## config.mk

```make
export PLATFORM = sky130hd
export DESIGN_NAME = anc_noise_subtract
export DESIGN_NICKNAME = d
export VERILOG_FILES = /design/src/rtl/anc_pkg.sv /design/src/rtl/anc_delay_line.sv /design/src/rtl/anc_noise_subtract.sv
export SDC_FILE = /design/constraint.sdc
export NUM_CORES = 1
export LEC_CHECK = 0
export CAP_MARGIN = 20
export CORE_MARGIN = 1.5
export CORE_UTILIZATION = 28
export DETAILED_ROUTE_END_ITERATION = 16
export SYNTH_ARGS = -nofsm -noshare
export SYNTH_HDL_FRONTEND = slang
export SYNTH_SLANG_ARGS = --single-unit
```

## constraint.sdc

```tcl
create_clock -name clk -period 6.35 [get_ports clk]
set_clock_uncertainty 0.15 [all_clocks]
set_input_delay 0.635 -clock clk [delete_from_list [all_inputs] [get_ports clk]]
set_output_delay 0.635 -clock clk [all_outputs]
set_load 0.01 [all_outputs]
```

## src/rtl/anc_pkg.sv

```systemverilog
// Shared Q15 constants and saturation helpers for the ANC noise subtractor.
// Optional build macro: ANC_ROUND_EN (round half up before the Q15 shift).
package anc_pkg;

  // Default noise gain, about 0.797 in Q15
  localparam int COEF_DEFAULT = 26123;
  // Q15 scaling shift and the half-LSB used for rounding
  localparam int Q15_SHIFT    = 15;
  localparam int Q15_ROUND    = 1 << (Q15_SHIFT - 1);

  // Largest value representable in a w-bit signed word
  function automatic longint sat_hi(input int unsigned w);
    return (longint'(1) <<< (w - 1)) - 1;
  endfunction

  // Smallest value representable in a w-bit signed word
  function automatic longint sat_lo(input int unsigned w);
    return -(longint'(1) <<< (w - 1));
  endfunction

endpackage

```

## src/rtl/anc_delay_line.sv

```systemverilog
// Circular noise buffer: one write port, one delayed read port, registered read.
// Slots not yet written since reset read as zero via the fill counter.
module anc_delay_line #(
  parameter int DATA_W = 16,
  parameter int DEPTH  = 32
) (
  input  logic                       clk,
  input  logic                       rst,
  input  logic                       wr_en,
  input  logic signed [DATA_W-1:0]   wr_data,
  input  logic [$clog2(DEPTH)-1:0]   rd_delay,
  output logic signed [DATA_W-1:0]   rd_data
);

  localparam int AW = $clog2(DEPTH);
  localparam logic [AW:0] FULL = (AW + 1)'(DEPTH);

  logic signed [DATA_W-1:0] mem [DEPTH];
  logic [AW-1:0]            wr_ptr;
  logic [AW:0]              fill;
  logic [AW-1:0]            rd_addr;
  logic                     rd_hit;

  // Delay 0 bypasses the array; otherwise the slot must have been written
  assign rd_addr = wr_ptr - rd_delay;
  assign rd_hit  = ({1'b0, rd_delay} <= fill);

  // Storage array, no reset needed since fill masks stale contents
  always_ff @(posedge clk) begin
    if (wr_en && !rst) begin
      mem[wr_ptr] <= wr_data;
    end
  end

  // Write pointer, fill counter and registered read, all advancing per write
  always_ff @(posedge clk) begin
    if (rst) begin
      wr_ptr  <= '0;
      fill    <= '0;
      rd_data <= '0;
    end else if (wr_en) begin
      wr_ptr <= wr_ptr + 1'b1;
      if (fill != FULL) begin
        fill <= fill + 1'b1;
      end
      if (rd_delay == '0) begin
        rd_data <= wr_data;
      end else if (rd_hit) begin
        rd_data <= mem[rd_addr];
      end else begin
        rd_data <= '0;
      end
    end
  end

endmodule

```

## src/rtl/anc_noise_subtract.sv

```systemverilog
// Adaptive-free noise canceller: out = sat(primary - (delayed_noise * COEF) >>> 15).
// Three-stage pipeline (read, multiply, subtract/saturate) that stalls as a unit.
// Optional build macro: ANC_ROUND_EN adds a half-LSB before the Q15 shift.
module anc_noise_subtract import anc_pkg::*; #(
  parameter int DATA_W = 16,
  parameter int DEPTH  = 32,
  parameter int COEF   = COEF_DEFAULT
) (
  input  logic                       clk,
  input  logic                       rst,
  input  logic                       in_valid,
  output logic                       in_ready,
  input  logic signed [DATA_W-1:0]   primary,
  input  logic signed [DATA_W-1:0]   noise,
  input  logic [$clog2(DEPTH)-1:0]   delay_sel,
  output logic                       out_valid,
  input  logic                       out_ready,
  output logic signed [DATA_W-1:0]   out_data,
  output logic                       sat_flag
);

  localparam int PW = 2 * DATA_W;
  localparam logic signed [PW-1:0] COEF_S = PW'(COEF);
  localparam logic signed [PW:0]   HI     = (PW + 1)'(sat_hi(DATA_W));
  localparam logic signed [PW:0]   LO     = (PW + 1)'(sat_lo(DATA_W));

  logic advance;
  logic accept;

  logic                     s1_valid;
  logic signed [DATA_W-1:0] s1_primary;
  logic signed [DATA_W-1:0] s1_delayed;

  logic                     s2_valid;
  logic signed [DATA_W-1:0] s2_primary;
  logic signed [PW-1:0]     s2_product;

  logic signed [PW:0]       sum;
  logic signed [PW:0]       diff;
  logic                     ovf_hi;
  logic                     ovf_lo;
  logic signed [DATA_W-1:0] clipped;

  // Every stage moves together whenever the output slot is free
  assign in_ready = !out_valid || out_ready;
  assign advance  = in_ready;
  assign accept   = in_valid && in_ready && !rst;

  anc_delay_line #(
    .DATA_W (DATA_W),
    .DEPTH  (DEPTH)
  ) u_delay_line (
    .clk      (clk),
    .rst      (rst),
    .wr_en    (accept),
    .wr_data  (noise),
    .rd_delay (delay_sel),
    .rd_data  (s1_delayed)
  );

  // S1: capture primary alongside the registered delay-line read
  always_ff @(posedge clk) begin
    if (rst) begin
      s1_valid <= 1'b0;
    end else if (advance) begin
      s1_valid   <= accept;
      s1_primary <= primary;
    end
  end

  // S2: scale the delayed noise by the Q15 gain
  always_ff @(posedge clk) begin
    if (rst) begin
      s2_valid <= 1'b0;
    end else if (advance) begin
      s2_valid   <= s1_valid;
      s2_primary <= s1_primary;
      s2_product <= PW'(s1_delayed) * COEF_S;
    end
  end

  // S3 datapath: Q15 shift, subtract, clip to the output range
  always_comb begin
`ifdef ANC_ROUND_EN
    sum = (PW + 1)'(s2_product) + (PW + 1)'(Q15_ROUND);
`else
    sum = (PW + 1)'(s2_product);
`endif
    diff   = (PW + 1)'(s2_primary) - (sum >>> Q15_SHIFT);
    ovf_hi = (diff > HI);
    ovf_lo = (diff < LO);
    if (ovf_hi) begin
      clipped = HI[DATA_W-1:0];
    end else if (ovf_lo) begin
      clipped = LO[DATA_W-1:0];
    end else begin
      clipped = diff[DATA_W-1:0];
    end
  end

  // Output register, held while downstream back-pressures
  always_ff @(posedge clk) begin
    if (rst) begin
      out_valid <= 1'b0;
      out_data  <= '0;
      sat_flag  <= 1'b0;
    end else if (advance) begin
      out_valid <= s2_valid;
      if (s2_valid) begin
        out_data <= clipped;
        sat_flag <= ovf_hi || ovf_lo;
      end else begin
        sat_flag <= 1'b0;
      end
    end
  end

endmodule

```

==> results.txt, run 1 <==
Synth top area share -> 59.5%
I/O Buffers -> 59
Postcts setup bufs -> 0
Clock-pin slew on the worst setup and hold paths -> 0.06 ns
Slew Limit Fails -> 0
Seq/Total Area, Yosys -> 62.8%
Setup violations, final -> 0
Leakage -> 11.8 nW
GPL Wtd Cong -> 0.849
Worst EP required -> 6.56 ns
Final-stage net count -> 2094
Final TNS setup -> 0 ns
Syn_nets -> 1954
Fillers -> 9559
First-pass GRT wire length -> 96.4 mm
Avg WL per Cell -> 20.0 µm
Core Region -> 0.100 mm²
Initial Util -> 28.3%
Die X -> 321 µm
Largest net degree at the start of global routing -> 66
DR iter-0 viols -> 1224
Worst Path Max Fanout -> 5
Remaining global-route overflow -> 0
Max IR drop VDD -> 0.000182 V
Num CTS Buffers -> 70
Total track usage -> 12.4%
Synth warnings -> 0
Worst hold slack -> 0.230 ns
Share of cells above drive strength 1 -> 18.9%
Unrepaired setup endpoints after global routing -> no
Worst rel slew slack -> 33.8%
Final min period -> 6.11 ns
Post-route setup slack -> 0.241 ns
Root Driver -> clkbuf_16
Row cnt -> 116
Status -> finished clean
CTS Hold Bufs -> 0
Ant diodes -> 0
Hold path depth -> 0
Dominant cells by area after synthesis -> edfxtp_1, mux4_2, ha_1, fa_1, dfxtp_1
Syn Std Cell Area -> 0.0283 mm²
Most common cell after layout, fill and taps aside -> edfxtp_1
Post-synth top flop -> edfxtp_1
Max cap viols -> 0
Die area -> 0.103 mm²
HP Class -> flop to flop
R2R depth -> 19
Vias -> 14900
Fmax -> 164 MHz
Hold violation total from the final report -> 0
H-tree Lvls -> 3
Post_cts resized -> 0
Vias in the first global route -> 15700
Kind of critical path -> flop to flop
Ports -> 60
Area of the multi-input gates -> 0.00963 mm²
Cell count after synthesis -> 1699
Area leader, netlist -> edfxtp_1
Slew @ Worst Pin -> 0.993 ns
CP Capture Type -> flop
Maximum clock path buffer count -> 3
Sequential cell area -> 0.0178 mm²
Most frequent cells in the layout -> edfxtp_1, inv_1, mux4_2, ha_1, nand2_1
FF+latch count, synth -> 608
Final Cycle Share -> 96.2%
Startpoint types -> flop
Worst-skew pair later-pin latency -> 0.62 ns
# clock sinks -> 608
Post-synth EDFFs -> 561
Power per cell area -> 385 mW/mm²
Die height -> 321 µm
Layout area overhead -> 17.5%
Final ANT Viol Nets -> 0
DR vias/cell -> 4.66
Hpwl dp -> 39.9 mm
Synthesized area per cell -> 16.7 µm²
Post-synth ARST share -> 0%
CTS tree -> done
Initial antenna violation count -> 4
Critical Path AT -> 6.32 ns
Pre-CTS setup slack -> 0.309 ns
DRC errors left -> 0
Initial DRT Pass Iterations -> 7
Final WL -> 63.7 mm
Post-synth cell types -> 60
-- state kept, by name, indices dropped and copies added (netlist names) --
signal and count:
out_data 16, u_delay_line.fill 6, s2_primary 16, s1_primary 16
u_delay_line.rd_data 16, u_delay_line.mem 512, sat_flag 1, u_delay_line.wr_ptr 5
out_valid 1, s1_valid 1, s2_valid 1, s2_product 17
-- report_power, final --
group / total [mW] / switching, mW / internal (mW)
clock network: 3.93 / 1.61 / 2.32
logic: 4.20 / 2.35 / 1.86
registers: 4.67 / 0.0660 / 4.61
-- metal layers --
metal	wire (µm)	vias to the layer above	GRT usage, %	share of wire (%)
li1	-	6725	-	-
met4	1710	8	4.19	2.7
met3	3510	101	2.64	5.5
met1	27300	7648	15.7	43
met5	55	-	0	0.086
met2	31100	404	21.0	49
-- final timing paths --
kind | startpoint | to | slack, ns
hold / removal | s1_primary[2]$_DFFE_PP_ | s2_primary[2]$_DFFE_PP_ | 0.23
setup reg to reg | u_delay_line.rd_data[2]$_SDFFE_PP0P_ | s2_product[31]$_DFFE_PP_ | 0.24
hold reg to reg | s1_primary[2]$_DFFE_PP_ | s2_primary[2]$_DFFE_PP_ | 0.23
setup / recovery | u_delay_line.rd_data[2]$_SDFFE_PP0P_ | s2_product[31]$_DFFE_PP_ | 0.24
-- worst max-delay path, stage by stage, from the launching register on --
cell and delay, ns:
dfxtp_1 0.37, ha_1 0.36, inv_1 0.07, fa_1 0.48, inv_1 0.05, fa_1 0.47
inv_1 0.05, fa_1 0.45, fa_1 0.49, inv_1 0.05, fa_1 0.43, ha_1 0.33
a22oi_1 0.24, o211a_1 0.19, o211ai_1 0.18, a32o_1 0.34, a2111oi_0 0.67, o31ai_1 0.21
a21oi_1 0.21, xnor2_1 0.08
-- logic make-up (layout without fill, tap and decap cells) --
kind of cell / count (synthesis) / after routing / synth area share (%)
AND/OR/NAND/NOR: 207 / 207 / 3.13
adder cells (fa/ha/maj): 214 / 214 / 11.3
AO/OA/AOI/OAI: 184 / 184 / 4.16
flip-flops: 608 / 608 / 62.8
XOR/XNOR: 55 / 55 / 1.77
multiplexers: 179 / 179 / 13.5
buffers and inverters: 252 / 447 / 3.44
-- per-stage QoR --
step / util [%] / area (µm²) / std cells / total power, mW
2_1_floorplan: - / 28300 / 1699 / 7.91
3_3_place_gp: 30.8 / 30800 / 3055 / 8.85
3_5_place_dp: 30.8 / 30900 / 3058 / 8.95
4_1_cts: 33.1 / 33100 / 3185 / 12.9
5_1_grt: 33.2 / 33300 / 3192 / 13.6
6_report: 33.2 / 33300 / 3192 / 12.8
-- synthesized netlist by cell type, types with 17 or more instances --
| cell | number |
|---|---|
| nand2_1 | 80 |
| mux2_2 | 17 |
| dfxtp_1 | 47 |
| a31oi_1 | 21 |
| clkbuf_1 | 36 |
| xnor2_1 | 41 |
| mux4_2 | 160 |
| edfxtp_1 | 561 |
| ha_1 | 146 |
| fa_1 | 68 |
| o21ai_0 | 30 |
| a21oi_1 | 67 |
| inv_1 | 196 |
| nor2_1 | 78 |
-- final cells by class --
| type | count | share of cell area, % |
|---|---|---|
| sequential | 608 | 53.5 |
| multi-input combinational | 839 | 28.9 |
| clock buffer | 83 | 5.47 |
| tap | 1298 | 4.88 |
| timing repair buffer | 124 | 3.73 |
| inverter | 196 | 2.21 |
| clock inverter | 44 | 1.33 |
Note: power is estimated with default switching activity, not from simulation.
==> inputs of run 2 (changes only) <==
--- a/config.mk
+++ b/config.mk
@@ -8,7 +8,9 @@
 export CAP_MARGIN = 20
 export CORE_MARGIN = 1.5
 export CORE_UTILIZATION = 28
+export CTS_CLUSTER_DIAMETER = 50
 export DETAILED_ROUTE_END_ITERATION = 16
+export SLEW_MARGIN = 5
 export SYNTH_ARGS = -nofsm -noshare
 export SYNTH_HDL_FRONTEND = slang
 export SYNTH_SLANG_ARGS = --single-unit
==> constraint.sdc (replaced) <==
create_clock -name clk -period 6.14 [get_ports clk]
set_clock_uncertainty 0.15 [all_clocks]
set_input_delay 0.614 -clock clk [delete_from_list [all_inputs] [get_ports clk]]
set_output_delay 0.614 -clock clk [all_outputs]
set_load 0.01 [all_outputs]
==> run 2 against run 1 <==
Compared with the run above: routed wire length is 0.48% lower; critical endpoint unchanged; count of clock-buffer cells in the layout is 10 higher; core utilization is 0.18 points higher; critical path depth is 1 higher; sequential share of layout area is 0.29 points lower.
==> results.txt, run 2 (same netlist as run 1, synthesis figures left out) <==
CTS tree -> done (unchanged)
Worst hold slack -> 0.270 ns (was 0.230 ns)
Slew @ Worst Pin -> 0.975 ns (was 0.993 ns)
H-tree Lvls -> 3 (unchanged)
Cell Area, Placed -> 0.0309 mm² (about the same)
Power per cell area -> 401 mW/mm² (was 385 mW/mm²)
Worst-skew pair later-pin latency -> 0.63 ns (was 0.62 ns)
Area of the multi-input gates -> 0.00963 mm² (about the same)
Share of cells above drive strength 1 -> 19.5% (was 18.9%)
Vias -> 14800 (was 14900)
Vias in the first global route -> 15800 (was 15700)
Top Registers -> u_delay_line.mem (512), s2_product (17) (unchanged)
Final ANT Viol Nets -> 0 (unchanged)
Remaining global-route overflow -> 0 (unchanged)
Max cap viols -> 0 (unchanged)
Most common cell after layout, fill and taps aside -> edfxtp_1 (unchanged)
Fmax -> 173 MHz (was 164 MHz)
DR iter-0 viols -> 1333 (was 1224)
Post-route cell area -> 0.0335 mm² (was 0.0333 mm²)
# clock sinks -> 608 (unchanged)
Hold path depth -> 0 (unchanged)
Maximum clock path buffer count -> 3 (unchanged)
Root Driver -> clkbuf_16 (unchanged)
CP Capture Type -> flop (unchanged)
Worst Path Max Fanout -> 5 (unchanged)
Kind of critical path -> flop to flop (unchanged)
First-pass GRT wire length -> 95.8 mm (was 96.4 mm)
R2R depth -> 20 (was 19)
Worst EP required -> 6.37 ns (was 6.56 ns)
Final min period -> 5.80 ns (was 6.11 ns)
Final TNS setup -> 0 ns (unchanged)
GPL Wtd Cong -> 0.828 (was 0.849)
Unrepaired setup endpoints after global routing -> no (unchanged)
DRC errors left -> 0 (unchanged)
Core Region -> 0.100 mm² (unchanged)
Critical Path AT -> 6.02 ns (was 6.32 ns)
Setup violations, final -> 0 (unchanged)
I/O Buffers -> 59 (unchanged)
Initial DRT Pass Iterations -> 5 (was 7)
Die height -> 321 µm (unchanged)
Worst rel slew slack -> 35.0% (was 33.8%)
Initial antenna violation count -> 3 (was 4)
Largest net degree at the start of global routing -> 50 (was 66)
Layout area overhead -> 18.1% (was 17.5%)
Final WL -> 63.4 mm (was 63.7 mm)
Postcts setup bufs -> 0 (unchanged)
Die X -> 321 µm (unchanged)
Hold violation total from the final report -> 0 (unchanged)
Final-stage net count -> 2102 (was 2094)
Post_cts resized -> 0 (unchanged)
Initial Util -> 28.3% (unchanged)
Clock-pin slew on the worst setup and hold paths -> 0.06 ns (about the same)
HP Class -> flop to flop (unchanged)
Pre-CTS setup slack -> 0.203 ns (was 0.309 ns)
Row cnt -> 116 (unchanged)
Max IR drop VDD -> 0.000186 V (was 0.000182 V)
Slew Limit Fails -> 0 (unchanged)
Total track usage -> 12.4% (about the same)
Most frequent cells in the layout -> edfxtp_1, inv_1, mux4_2, ha_1, nand2_1 (unchanged)
Status -> finished clean (unchanged)
Ant diodes -> 0 (unchanged)
Final Cycle Share -> 94.4% (was 96.2%)
Leakage -> 11.9 nW (was 11.8 nW)
Most flop-heavy register -> u_delay_line.mem (unchanged)
Sequential cell area -> 0.0178 mm² (unchanged)
Hpwl dp -> 40.3 mm (was 39.9 mm)
CTS Hold Bufs -> 0 (unchanged)
Startpoint types -> flop (unchanged)
Max reg flops -> 512 (unchanged)
Ports -> 60 (unchanged)
Post-route setup slack -> 0.343 ns (was 0.241 ns)
DR vias/cell -> 4.63 (was 4.66)
Die area -> 0.103 mm² (unchanged)
Num CTS Buffers -> 73 (was 70)
Avg WL per Cell -> 19.8 µm (was 20.0 µm)
Fillers -> 9508 (was 9559)
## run 2: worst max-delay path, cell delays in order (launching register included)
cell and delay, ns:
dfxtp_1 0.36, ha_1 0.36, inv_1 0.07, fa_1 0.48, inv_1 0.05, fa_1 0.48
inv_1 0.05, fa_1 0.45, fa_1 0.49, inv_1 0.05, fa_1 0.44, ha_1 0.33
a22oi_1 0.22, o211a_1 0.19, o211ai_1 0.17, a32o_1 0.33, a2111oi_2 0.31, buf_4 0.17
o31ai_1 0.09, a21oi_1 0.21, xnor2_1 0.09
## run 2: worst paths after layout
path,startpoint,endpoint,slack [ns]
max,u_delay_line.rd_data[2]$_SDFFE_PP0P_,s2_product[31]$_DFFE_PP_,0.34
min,s1_primary[6]$_DFFE_PP_,s2_primary[6]$_DFFE_PP_,0.27
max reg2reg,u_delay_line.rd_data[2]$_SDFFE_PP0P_,s2_product[31]$_DFFE_PP_,0.34
min reg2reg,s1_primary[6]$_DFFE_PP_,s2_primary[6]$_DFFE_PP_,0.27
## run 2: layout make-up
class | instances | share of cell area, %
sequential | 608 | 53.2
multi-input combinational | 839 | 28.8
clock buffer | 93 | 5.74
tap | 1298 | 4.85
timing repair buffer | 129 | 3.75
inverter | 196 | 2.20
clock inverter | 40 | 1.51
## run 2: where the power goes
group	total, mW	leakage (nW)	internal, mW	switching (mW)
Clock	4.26	1.17	2.49	1.77
Sequential	4.83	5.47	4.76	0.0700
Combinational	4.31	5.24	1.93	2.38
## run 2: per-layer routing
metal,global-route usage [%],wire (µm)
met1,15.9,27200
met4,5.14,2170
met2,20.6,30400
met5,0,35
met3,2.47,3580
## run 2: through the flow
step / power (mW) / util, % / std cells
floorplan: 8.18 / - / 1699
global placement: 9.19 / 30.8 / 3060
detailed placement: 9.23 / 30.8 / 3062
CTS: 13.5 / 33.3 / 3195
global route: 14.2 / 33.4 / 3203
finish: 13.4 / 33.4 / 3203
==> inputs of run 3 (changes only) <==
==> constraint.sdc (replaced) <==
create_clock -name clk -period 6.7 [get_ports clk]
set_clock_uncertainty 0.15 [all_clocks]
set_input_delay 0.67 -clock clk [delete_from_list [all_inputs] [get_ports clk]]
set_output_delay 0.67 -clock clk [all_outputs]
set_load 0.01 [all_outputs]
==> run 3 against run 2 <==
Compared with the run above: total power down 7.4%; final area is essentially flat; core utilization is essentially flat; non-clock buffer count fell by 10; worst hold slack got worse by 0.0044 ns; critical path depth down 1; first-iteration DRC count decreased by 19%; sequential power shrank 8.3%; sequential share of layout area about the same; die area unchanged; flip-flop and latch count stayed put.
==> results.txt, run 3 (same netlist as run 1, synthesis figures left out) <==
Status -> finished clean (unchanged)
Most frequent cells in the layout -> edfxtp_1, inv_1, mux4_2, ha_1, nand2_1 (unchanged)
Die height -> 321 µm (unchanged)
Final min period -> 5.98 ns (was 5.80 ns)
Clk pwr share -> 32.6% (was 31.8%)
Final ANT Viol Nets -> 0 (unchanged)
Fmax -> 167 MHz (was 173 MHz)
Final-stage net count -> 2094 (was 2102)
Initial DRT Pass Iterations -> 5 (unchanged)
DRC errors left -> 0 (unchanged)
Reg2Reg Setup Slack -> 0.72 ns (was 0.34 ns)
Power per cell area -> 371 mW/mm² (was 401 mW/mm²)
Ports -> 60 (unchanged)
HP Class -> flop to flop (unchanged)
Postcts setup bufs -> 0 (unchanged)
R2R depth -> 19 (was 20)
Clock-pin slew on the worst setup and hold paths -> 0.05 ns (was 0.06 ns)
Unrepaired setup endpoints after global routing -> no (unchanged)
Max IR drop VDD -> 0.000216 V (was 0.000186 V)
Area of the multi-input gates -> 0.00963 mm² (about the same)
Remaining global-route overflow -> 0 (unchanged)
Vias -> 14800 (about the same)
Final Cycle Share -> 89.2% (was 94.4%)
Critical Path Stages -> 19 (was 20)
Post-route cell area -> 0.0335 mm² (about the same)
Maximum clock path buffer count -> 3 (unchanged)
Leakage -> 11.9 nW (about the same)
Startpoint types -> flop (unchanged)
Max cap viols -> 0 (unchanged)
CP Buf/Inv Count -> 4 (was 5)
Die X -> 321 µm (unchanged)
Worst-skew pair later-pin latency -> 0.62 ns (was 0.63 ns)
Hold violation total from the final report -> 0 (unchanged)
Crit path from -> u_delay_line.rd_data[2]$_SDFFE_PP0P_ (unchanged)
# clock sinks -> 608 (unchanged)
H-tree Lvls -> 3 (unchanged)
Root Driver -> clkbuf_16 (unchanged)
Worst rel slew slack -> 36.7% (was 35.0%)
Cell Area, Placed -> 0.0308 mm² (was 0.0309 mm²)
Die area -> 0.103 mm² (unchanged)
Setup violations, final -> 0 (unchanged)
Row cnt -> 116 (unchanged)
Cells along the critical path -> ha_1, inv_1, fa_1, inv_1, fa_1, inv_1, fa_1, fa_1, inv_1, fa_1, ha_1, a22oi_1, o211a_1, o211ai_1, a32o_1, a2111oi_0, o31ai_1, a21oi_1, xnor2_1 (was ha_1, inv_1, fa_1, inv_1, fa_1, inv_1, fa_1, fa_1, inv_1, fa_1, ha_1, a22oi_1, o211a_1, o211ai_1, a32o_1, a2111oi_2, buf_4, o31ai_1, a21oi_1, xnor2_1)
Top Registers -> u_delay_line.mem (512), s2_product (17) (unchanged)
Top cell by count, worst path -> fa_1 (unchanged)
CTS tree -> done (unchanged)
Reg-to-Reg Start -> u_delay_line.rd_data[2]$_SDFFE_PP0P_ (unchanged)
Net load switching power -> 3.89 mW (was 4.22 mW)
Worst Path Max Fanout -> 5 (unchanged)
Sequential cell area -> 0.0178 mm² (unchanged)
DR vias/cell -> 4.64 (was 4.63)
Sequential share of power -> 35.7% (was 36.1%)
Layout area overhead -> 18.1% (about the same)
First-pass GRT wire length -> 96.2 mm (was 95.8 mm)
Sw Ratio -> 31.3% (was 31.5%)
Worst EP required -> 6.90 ns (was 6.37 ns)
Worst path slowest cell -> a2111oi_0 (was fa_1)
Kind of critical path -> flop to flop (unchanged)
Fillers -> 9529 (was 9508)
Hpwl dp -> 39.3 mm (was 40.3 mm)
Most common cell after layout, fill and taps aside -> edfxtp_1 (unchanged)
Setup crit end -> s2_product[31]$_DFFE_PP_ (unchanged)
Share of cells above drive strength 1 -> 19.6% (was 19.5%)
DR iter-0 viols -> 1082 (was 1333)
Initial Util -> 28.3% (unchanged)
Slew @ Worst Pin -> 0.949 ns (was 0.975 ns)
Vias in the first global route -> 15800 (about the same)
Int Power -> 8.52 mW (was 9.18 mW)
Max incr delay on CP -> 0.57 ns (was 0.49 ns)
Max reg flops -> 512 (unchanged)
Avg WL per Cell -> 19.8 µm (about the same)
Critical Path AT -> 6.17 ns (was 6.02 ns)
CP Capture Type -> flop (unchanged)
Logic pwr share -> 31.6% (was 32.2%)
Ant diodes -> 0 (unchanged)
GPL Wtd Cong -> 0.843 (was 0.828)
Final WL -> 63.2 mm (was 63.4 mm)
Largest net degree at the start of global routing -> 54 (was 50)
Slew Limit Fails -> 0 (unchanged)
Initial antenna violation count -> 4 (was 3)
Final TNS setup -> 0 ns (unchanged)
Num CTS Buffers -> 75 (was 73)
Post_cts resized -> 0 (unchanged)
FF-to-FF End -> s2_product[31]$_DFFE_PP_ (unchanged)
Most flop-heavy register -> u_delay_line.mem (unchanged)
I/O Buffers -> 59 (unchanged)
Total track usage -> 12.4% (about the same)
CTS Hold Bufs -> 0 (unchanged)
Core Region -> 0.100 mm² (unchanged)
Delay-heaviest family, CP -> adder cells (unchanged)
-- run 3: worst register-to-register path: stages (launching register included) --
cell and delay, ns:
dfxtp_1 0.35, ha_1 0.35, inv_1 0.08, fa_1 0.49, inv_1 0.05, fa_1 0.49, inv_1 0.05, fa_1 0.45
fa_1 0.49, inv_1 0.05, fa_1 0.43, ha_1 0.33, a22oi_1 0.23, o211a_1 0.18, o211ai_1 0.17, a32o_1 0.32
a2111oi_0 0.57, o31ai_1 0.19, a21oi_1 0.21, xnor2_1 0.08
-- run 3: final cells by class --
type	count	share of cell area, %
clock buffers	83	5.70
clock inverters	53	1.90
inverters	196	2.20
multi-input cells	839	28.8
flip-flops and latches	608	53.1
well taps	1298	4.85
repair buffers	119	3.45
-- run 3: worst min-delay path by stage --
stage	start	endpoint	depth (start not counted)
final	s1_primary[8]$_DFFE_PP_	s2_primary[8]$_DFFE_PP_	0
after global routing	s1_primary[8]$_DFFE_PP_	s2_primary[8]$_DFFE_PP_	0
after CTS	s1_primary[8]$_DFFE_PP_	s2_primary[8]$_DFFE_PP_	0
after detailed placement	s1_primary[8]$_DFFE_PP_	s2_primary[8]$_DFFE_PP_	0
after global placement	s1_primary[15]$_DFFE_PP_	s2_primary[15]$_DFFE_PP_	0
after floorplan	s1_primary[0]$_DFFE_PP_	s2_primary[0]$_DFFE_PP_	0
-- run 3: metrics by stage --
step / power [mW] / setup slack [ns] / hold WS [ns] / cells / utilization, %
floorplan: 7.50 / 1.19 / 0.250 / 1699 / -
global placement: 8.39 / 0.830 / 0.261 / 3050 / 30.7
detailed placement: 8.44 / 0.698 / 0.255 / 3053 / 30.8
CTS: 12.5 / 0.683 / 0.269 / 3189 / 33.3
global route: 13.2 / 0.407 / 0.278 / 3196 / 33.4
finish: 12.4 / 0.725 / 0.266 / 3196 / 33.4
-- run 3: power by group through the flow --
| stage | clock network, mW | logic [mW] | registers [mW] |
|---|---|---|---|
| 2_1_floorplan | 0 | 3.00 | 4.49 |
| 3_3_place_gp | 0 | 3.88 | 4.51 |
| 3_5_place_dp | 0 | 3.92 | 4.52 |
| 4_1_cts | 4.14 | 3.96 | 4.44 |
| 5_1_grt | 4.28 | 4.49 | 4.44 |
| 6_report | 4.05 | 3.92 | 4.43 |
-- run 3: per-layer routing --
metal	global-route usage (%)	vias up	wire, µm
met3	2.60	103	3350
met4	4.26	8	1910
met5	0	-	47
li1	-	6740	-
met2	20.8	391	30300
met1	15.9	7595	27600
